File: src/rtl/mtm_pkg.sv
// Shared types and helpers for the ping-pong matrix transpose unit.
package mtm_pkg;

   typedef enum logic {
      MODE_PASS      = 1'b0,
      MODE_TRANSPOSE = 1'b1
   } mode_e;

   typedef enum logic [1:0] {
      EMPTY,
      FILLING,
      FULL
   } bank_state_e;

   // Counter width for a 0..n-1 index; never narrower than one bit.
   function automatic int cnt_width(input int n);
      return (n <= 2) ? 1 : $clog2(n);
   endfunction

endpackage

File: src/rtl/mtm_bank.sv
// One NUM_PE x NUM_PE register tile: row-wise write port, stored mode,
// fill/drain state and a combinational row-or-column read.
module mtm_bank
   import mtm_pkg::*;
#(
   parameter int DATA_WIDTH = 8,
   parameter int NUM_PE     = 4,
   localparam int CW        = cnt_width(NUM_PE),
   localparam int RW        = NUM_PE * DATA_WIDTH
) (
   input  logic          clk,
   input  logic          rst,
   input  logic          wr_en,
   input  logic [CW-1:0] wr_row,
   input  logic [RW-1:0] wr_data,
   input  mode_e         wr_mode,
   input  logic          rd_done,
   input  logic [CW-1:0] rd_idx,
   output logic          full,
   output logic [RW-1:0] rd_data
);

   localparam logic [CW-1:0] LAST_ROW = CW'(NUM_PE - 1);

   logic [RW-1:0] mem_q [NUM_PE];
   logic [RW-1:0] mem_d [NUM_PE];
   mode_e         mode_q, mode_d;
   bank_state_e   state_q, state_d;

   // The top only writes while the bank is not full, so row 0 always opens a tile.
   always_comb begin
      mem_d   = mem_q;
      mode_d  = mode_q;
      state_d = state_q;
      if (wr_en) begin
         mem_d[wr_row] = wr_data;
         if (wr_row == '0) begin
            mode_d = wr_mode;
         end
      end
      unique case (state_q)
         EMPTY:   if (wr_en && (wr_row == '0))     state_d = FILLING;
         FILLING: if (wr_en && (wr_row == LAST_ROW)) state_d = FULL;
         FULL:    if (rd_done)                       state_d = EMPTY;
         default:                                    state_d = EMPTY;
      endcase
   end

   always_ff @(posedge clk or posedge rst) begin
      if (rst) begin
         for (int i = 0; i < NUM_PE; i++) begin
            mem_q[i] <= '0;
         end
         mode_q  <= MODE_PASS;
         state_q <= EMPTY;
      end else begin
         mem_q   <= mem_d;
         mode_q  <= mode_d;
         state_q <= state_d;
      end
   end

   assign full = (state_q == FULL);

   // Transpose picks column rd_idx across all rows; passthrough picks row rd_idx.
   always_comb begin
      rd_data = '0;
      for (int i = 0; i < NUM_PE; i++) begin
         if (mode_q == MODE_TRANSPOSE) begin
            rd_data[i*DATA_WIDTH +: DATA_WIDTH] = mem_q[i][rd_idx*DATA_WIDTH +: DATA_WIDTH];
         end else begin
            rd_data[i*DATA_WIDTH +: DATA_WIDTH] = mem_q[rd_idx][i*DATA_WIDTH +: DATA_WIDTH];
         end
      end
   end

endmodule

File: src/rtl/mtm_pp_unit.sv
// Ping-pong tile transposer: one bank fills while the other drains,
// sustaining one row per cycle with valid/ready on both sides.
module mtm_pp_unit
   import mtm_pkg::*;
#(
   parameter int DATA_WIDTH = 8,
   parameter int NUM_PE     = 4
) (
   input  logic                         clk,
   input  logic                         rst,
   input  logic                         in_val,
   output logic                         in_rdy,
   input  logic                         in_mode,
   input  logic [NUM_PE*DATA_WIDTH-1:0] input_row,
   output logic                         out_val,
   input  logic                         out_rdy,
   output logic [NUM_PE*DATA_WIDTH-1:0] output_row,
   output logic                         out_last
);

   localparam int CW = cnt_width(NUM_PE);
   localparam int RW = NUM_PE * DATA_WIDTH;
   localparam logic [CW-1:0] LAST_IDX = CW'(NUM_PE - 1);

   logic          wr_bank_q, wr_bank_d;
   logic [CW-1:0] wr_row_q, wr_row_d;
   logic          rd_bank_q, rd_bank_d;
   logic [CW-1:0] rd_idx_q, rd_idx_d;

   logic          full0, full1;
   logic [RW-1:0] rd_data0, rd_data1;
   logic          in_fire, out_fire, rd_last;

   // Ready depends only on registered bank state, never on in_val.
   assign in_rdy     = !rst && !(wr_bank_q ? full1 : full0);
   assign out_val    = rd_bank_q ? full1 : full0;
   assign output_row = rd_bank_q ? rd_data1 : rd_data0;
   assign rd_last    = (rd_idx_q == LAST_IDX);
   assign out_last   = out_val && rd_last;
   assign in_fire    = in_val && in_rdy;
   assign out_fire   = out_val && out_rdy;

   always_comb begin
      wr_bank_d = wr_bank_q;
      wr_row_d  = wr_row_q;
      rd_bank_d = rd_bank_q;
      rd_idx_d  = rd_idx_q;
      if (in_fire) begin
         if (wr_row_q == LAST_IDX) begin
            wr_row_d  = '0;
            wr_bank_d = !wr_bank_q;
         end else begin
            wr_row_d = wr_row_q + 1'b1;
         end
      end
      if (out_fire) begin
         if (rd_last) begin
            rd_idx_d  = '0;
            rd_bank_d = !rd_bank_q;
         end else begin
            rd_idx_d = rd_idx_q + 1'b1;
         end
      end
   end

   always_ff @(posedge clk or posedge rst) begin
      if (rst) begin
         wr_bank_q <= 1'b0;
         wr_row_q  <= '0;
         rd_bank_q <= 1'b0;
         rd_idx_q  <= '0;
      end else begin
         wr_bank_q <= wr_bank_d;
         wr_row_q  <= wr_row_d;
         rd_bank_q <= rd_bank_d;
         rd_idx_q  <= rd_idx_d;
      end
   end

   mtm_bank #(
      .DATA_WIDTH (DATA_WIDTH),
      .NUM_PE     (NUM_PE)
   ) u_bank0 (
      .clk     (clk),
      .rst     (rst),
      .wr_en   (in_fire && !wr_bank_q),
      .wr_row  (wr_row_q),
      .wr_data (input_row),
      .wr_mode (mode_e'(in_mode)),
      .rd_done (out_fire && rd_last && !rd_bank_q),
      .rd_idx  (rd_idx_q),
      .full    (full0),
      .rd_data (rd_data0)
   );

   mtm_bank #(
      .DATA_WIDTH (DATA_WIDTH),
      .NUM_PE     (NUM_PE)
   ) u_bank1 (
      .clk     (clk),
      .rst     (rst),
      .wr_en   (in_fire && wr_bank_q),
      .wr_row  (wr_row_q),
      .wr_data (input_row),
      .wr_mode (mode_e'(in_mode)),
      .rd_done (out_fire && rd_last && rd_bank_q),
      .rd_idx  (rd_idx_q),
      .full    (full1),
      .rd_data (rd_data1)
   );

endmodule

File: config.mk
export PLATFORM = sky130hd
export DESIGN_NAME = mtm_pp_unit
export DESIGN_NICKNAME = d
export VERILOG_FILES = /design/src/rtl/mtm_pkg.sv /design/src/rtl/mtm_bank.sv /design/src/rtl/mtm_pp_unit.sv
export SDC_FILE = /design/constraint.sdc
export NUM_CORES = 1
export LEC_CHECK = 0
export ABC_CLOCK_PERIOD_IN_PS = 5540
export BUFFER_PORTS_ARGS = -buffer_cell sky130_fd_sc_hd__buf_4
export CORE_UTILIZATION = 43
export DETAILED_ROUTE_END_ITERATION = 6
export SLEW_MARGIN = 0
export SYNTH_ARGS = -nofsm -noshare
export SYNTH_HDL_FRONTEND = slang
export SYNTH_HIERARCHICAL = 1
export SYNTH_SLANG_ARGS = --single-unit
File: constraint.sdc
create_clock -name clk -period 5.54 [get_ports clk]
set_clock_uncertainty 0.1 [all_clocks]
set_input_delay 1.662 -clock clk [delete_from_list [all_inputs] [get_ports clk]]
set_output_delay 1.662 -clock clk [all_outputs]
set_load 0.02 [all_outputs]
==> results of run 1 <==
metrics by stage:
| stage | setup WS [ps] | cell area, um2 | util |
|---|---|---|---|
| final | 671 | 16100 | 0.494 |
| after global routing | 554 | 16100 | 0.494 |
| after floorplan | 280 | 14300 | - |
| after CTS | 660 | 16100 | 0.494 |
| after global placement | 1190 | 15200 | 0.465 |
| after detailed placement | 1160 | 15200 | 0.465 |
area by class of cell:
class	count	area, um2
antenna	1	2.50
clock buffer	41	821
clock inverter	8	140
fill	2908	16500
inverter	7	36.3
multi-input combinational	724	7040
sequential	268	6720
tap	442	553
timing repair buffer	104	806
layer usage:
| metal | part of all wire | vias to the layer above | global-route usage |
|---|---|---|---|
| met3 | 0.041 | 42 | 0.0338 |
| li1 | - | 4167 | - |
| met4 | 0.018 | 0 | 0.0497 |
| met1 | 0.47 | 4834 | 0.337 |
| met2 | 0.47 | 180 | 0.382 |
| met5 | 0 | - | 0 |
kinds of logic after synthesis:
group,Yosys count,synth area share
AO/OA/AOI/OAI,149,0.0796
multiplexers,506,0.384
buffers and inverters,91,0.0377
AND/OR/NAND/NOR,67,0.0273
adder cells (fa/ha/maj),2,0.00175
flip-flops,268,0.470
Yosys cell counts, drive strengths merged (5+ instances only):
library cell    n
o221ai         48
nand3           5
o21ai          33
nand2b         20
inv             7
buf            72
nand3b          5
o211ai         16
clkbuf         12
a211o          16
mux2          327
a21o           16
dfrtp         268
o22a           16
nor2           26
mux2i         179
registers in the layout, indices dropped and copies added (netlist names):
register         cells
u_bank1/mem_q      128
u_bank1/state_q      2
u_bank0/mem_q      128
wr_bank_q            1
u_bank0/state_q      2
wr_row_q             2
u_bank1/mode_q       1
rd_idx_q             2
rd_bank_q            1
u_bank0/mode_q       1
power breakdown:
part / leakage (nW) / switching [mW] / internal (mW)
Clock: 0.474 / 0.784 / 1.20
Sequential: 3.33 / 0.781 / 2.88
Combinational: 3.27 / 2.17 / 2.32
worst max path at each step:
| stage | from | endpoint | slack [ps] |
|---|---|---|---|
| floorplan | rst | u_bank0/mem_q[0] | 280 |
| global placement | rst | u_bank1/mem_q[76] | 1190 |
| detailed placement | rst | u_bank1/mem_q[85] | 1160 |
| CTS | u_bank1/mode_q | output_row[17] | 660 |
| global route | u_bank1/mode_q | output_row[17] | 550 |
| finish | u_bank1/mode_q | output_row[17] | 670 |
worst max-delay path, stage by stage (launching register included):
cell and delay (ps):
dfrtp_4 1010, buf_4 370, mux2_2 360, mux2i_1 220
o21ai_0 110, mux2_2 300, buf_4 160
==> results_dict.tcl, run 1 <==
set metrics [dict create \
    status "completed" \
    r2r_slack_ps 2490 \
    ys_async_sr_fraction 1.00 \
    hp-start "u_bank1/state_q[1]" \
    finalPower_mw 10.1 \
    first_pass_iters 5 \
    wirelength_um 39300 \
    syn_area_um2 14300 \
    dieHeight_um 184 \
    clkTransAtPathRegs_ps 60 \
    row_count 66 \
    tightest_slew_ps 1060 \
    reg2regPathDepth 7 \
    place_inst 1545 \
    grt_pass1_vias 9413 \
    io_pins 72 \
    start_util 0.438 \
    clk_latency_ps 550 \
    grt_max_degree 85 \
    rr_startpoint "u_bank1/state_q[1]" \
    totalNegativeSetupSlack_ps 0 \
    maxClockFrequency_mhz 205 \
    ctsHtreeMaxLevel 1 \
    synth_top_area_cell "dfrtp_1" \
    drv_slew 0 \
    path_class "reg -> out" \
    whs_ps 344 \
    ys_warn_count 6 \
    crit_path_end_kind "output pin" \
    vias 9223 \
    clk_path_buf_depth 3 \
    critPathLaunchType "flop" \
    r2r_end "u_bank1/mem_q[85]" \
    synth_top_area_share 0.470 \
    gp_congestion 0.795 \
    hold_buffers 0 \
    holdPathStages 1 \
    avgViaCountPerCell 5.78 \
    cts_resized 0 \
    final_cell_mix "mux2_2, dfrtp_1, mux2i_1, buf_4, o221ai_1" \
    crit_path_max_fanout 53 \
    wl_per_cell_um 24.6 \
    p_leak_nw 7.07 \
    avgSynthCellArea_um2 13.2 \
    synth_area_leaders "dfrtp_1, mux2_2, mux2i_1, o221ai_1, buf_2" \
    period_minus_slack_ps 4870 \
    maxSlewHeadroom 0.292 \
    cts_setup_buffers 0 \
    final_antenna_net_count 0 \
    clock-sinks 268 \
    hold_class "reg -> reg" \
    rsz0062_at_grt "false" \
    synth_cells 1083 \
    grt_first_pass_wirelength_um 59800 \
    die_w_um 184 \
    ys_ff_latch 268 \
    stdcell_count 1595 \
    area_growth_syn_to_layout_pct 12.8 \
    drt-initial-drc-count 460 \
    mostFrequentLayoutCell "mux2_2" \
    hold_violations 0 \
    hpwl_um 25400 \
    setup_viol 0 \
    numCtsBuffers 29 \
    maxCapViolCount 0 \
    finalCritPeriodShare 0.879 \
    syn_nets 1122 \
    numPortBuffers 71 \
    cts_tree "yes" \
    vdd.ir_drop.worst_mv 0.366 \
    finalNetCount 1173 \
    grt_use_total 0.236 \
    synth_ff_type "dfrtp_1" \
    ys_types 34 \
    die_area_um2 33900 \
    min_delay_worst_endpoint "u_bank1/state_q[0]" \
    post-route-drc-count 0 \
    arrival_ps 3110 \
    ys_seq_area_frac 0.470 \
    cts_root_buffer "clkbuf_16" \
    core_um2 32600 \
    p_per_area_nw_per_um2 629 \
    antenna_found_initial 1 \
    cp.required_ps 3780 \
    grt.overflow.total 0 \
    synth_enable_flop_cells 0 \
    drive_above_1_share 0.419 \
]
Power figures use the tool's default switching activity.
==> run 2, diff against run 1 <==
--- a/config.mk
+++ b/config.mk
@@ -9,6 +9,7 @@
 export BUFFER_PORTS_ARGS = -buffer_cell sky130_fd_sc_hd__buf_4
 export CORE_UTILIZATION = 43
 export DETAILED_ROUTE_END_ITERATION = 6
+export GPL_TIMING_DRIVEN = 0
 export SLEW_MARGIN = 0
 export SYNTH_ARGS = -nofsm -noshare
 export SYNTH_HDL_FRONTEND = slang
==> results_dict.tcl, run 2 (synthesized netlist as in run 1, its figures left out) <==
set metrics [dict create \
    wirelength_um 48600 \
    final_antenna_net_count 0 \
    crit_path_max_fanout 14 \
    row_count 66 \
    clkTransAtPathRegs_ps 60 \
    place_area_um2 15400 \
    grtUsageMet1 0.421 \
    grt_use_total 0.292 \
    io_pins 72 \
    numPortBuffers 71 \
    grtUsageMet3 0.0350 \
    maxClockFrequency_mhz 196 \
    setup_viol 0 \
    clock-sinks 268 \
    avgViaCountPerCell 6.00 \
    vdd.ir_drop.worst_mv 0.359 \
    p_leak_nw 7.27 \
    hold_buffers 0 \
    wl_per_cell_um 29.5 \
    start_util 0.438 \
    period_minus_slack_ps 5100 \
    rsz0062_at_grt "false" \
    cts_tree "yes" \
    grt_pass1_vias 10000 \
    critPathLaunchType "flop" \
    maxCapViolCount 0 \
    crit_path_end_kind "output pin" \
    numCtsBuffers 30 \
    path_class "reg -> out" \
    crit_chain "nand2b_1, clkbuf_1, buf_2, o22a_1, o21ai_0, mux2_2, buf_4" \
    first_pass_iters 5 \
    clk_path_buf_depth 3 \
    hold_class "reg -> reg" \
    dieHeight_um 184 \
    slowest_stage "dfrtp_1" \
    ctsHtreeMaxLevel 1 \
    arrival_ps 3340 \
    die_area_um2 33900 \
    cts_root_buffer "clkbuf_16" \
    hpwl_um 32700 \
    area_growth_syn_to_layout_pct 14.9 \
    clk_latency_ps 560 \
    finalNetCount 1227 \
    die_w_um 184 \
    vias 9891 \
    use_met2 0.455 \
    tightest_slew_ps 857 \
    core_um2 32600 \
    antenna_found_initial 0 \
    path_buf_inv 3 \
    top_regs "u_bank0/mem_q (128), u_bank1/mem_q (128)" \
    drt-initial-drc-count 741 \
    mostFrequentLayoutCell "mux2_2" \
    final_util 0.503 \
    status "completed" \
    finalCritPeriodShare 0.921 \
    max_stage_delay_ps 710 \
    drive_above_1_share 0.432 \
    gp_congestion 0.863 \
    p_per_area_nw_per_um2 646 \
    post-route-drc-count 0 \
    critPathTopFamily "buffers and inverters" \
    grt_busiest_layer "met2" \
    final_cell_mix "mux2_2, dfrtp_1, mux2i_1, buf_4, o221ai_1" \
    drv_slew 0 \
    final_cell_area_um2 16400 \
    cts_setup_buffers 0 \
    hold_violations 0 \
    maxSlewHeadroom 0.429 \
    grt_max_degree 76 \
    diodes 0 \
    grt.overflow.total 0 \
    cp.required_ps 3780 \
    cts_resized 0 \
    grt_first_pass_wirelength_um 70100 \
]
run 2: through the flow:
step | hold WS, ps | setup slack [ps] | setup TNS [ps] | std cells | total power [mW]
CTS | 354 | 508 | 0 | 1649 | 10.5
finish | 358 | 439 | 0 | 1649 | 10.6
global route | 355 | 400 | 0 | 1649 | 11.1
global placement | 330 | -1550 | -400510 | 1596 | 8.44
detailed placement | 340 | 1100 | 0 | 1598 | 8.53
floorplan | 318 | 280 | 0 | 1083 | 6.75
run 2: final timing paths:
kind,cells past startpoint,endpoint,slack (ps),from
max reg2reg,7,u_bank1/mem_q[121],2710,u_bank0/state_q[1]
max in group asynchronous,3,u_bank0/mem_q[49],3450,rst
min,1,u_bank0/state_q[0],360,u_bank0/state_q[1]
max,7,output_row[21],440,rd_idx_q[1]
min reg2reg,1,u_bank0/state_q[0],360,u_bank0/state_q[1]
min in group asynchronous,2,wr_row_q[0],990,rst
run 2: worst register-to-register path: stages, from the launching register on:
cell and delay (ps):
dfrtp_1 390, nor2b_1 200, mux2i_1 210, nand3_2 150, nor2_1 440, nor3b_4 570, buf_6 280, mux2_2 360
run 2: per-layer routing:
| layer | share of wire | vias up |
|---|---|---|
| met5 | 0 | - |
| met4 | 0.033 | 0 |
| met3 | 0.057 | 73 |
| met2 | 0.45 | 333 |
| met1 | 0.46 | 5214 |
| li1 | - | 4271 |
run 2: power breakdown:
| group | internal (mW) | switching, mW |
|---|---|---|
| Combinational | 2.39 | 2.68 |
| Clock | 1.19 | 0.812 |
| Sequential | 2.88 | 0.661 |
| Total | 6.45 | 4.15 |
run 2: final cells by class:
cell class | count | area [um2]
Fill cell | 2926 | 16200
Multi-Input combinational cell | 724 | 7040
Sequential cell | 268 | 6710
Clock buffer | 45 | 928
Timing Repair Buffer | 73 | 588
Tap cell | 442 | 553
Buffer | 84 | 512
Clock inverter | 6 | 55.1
Inverter | 7 | 36.3
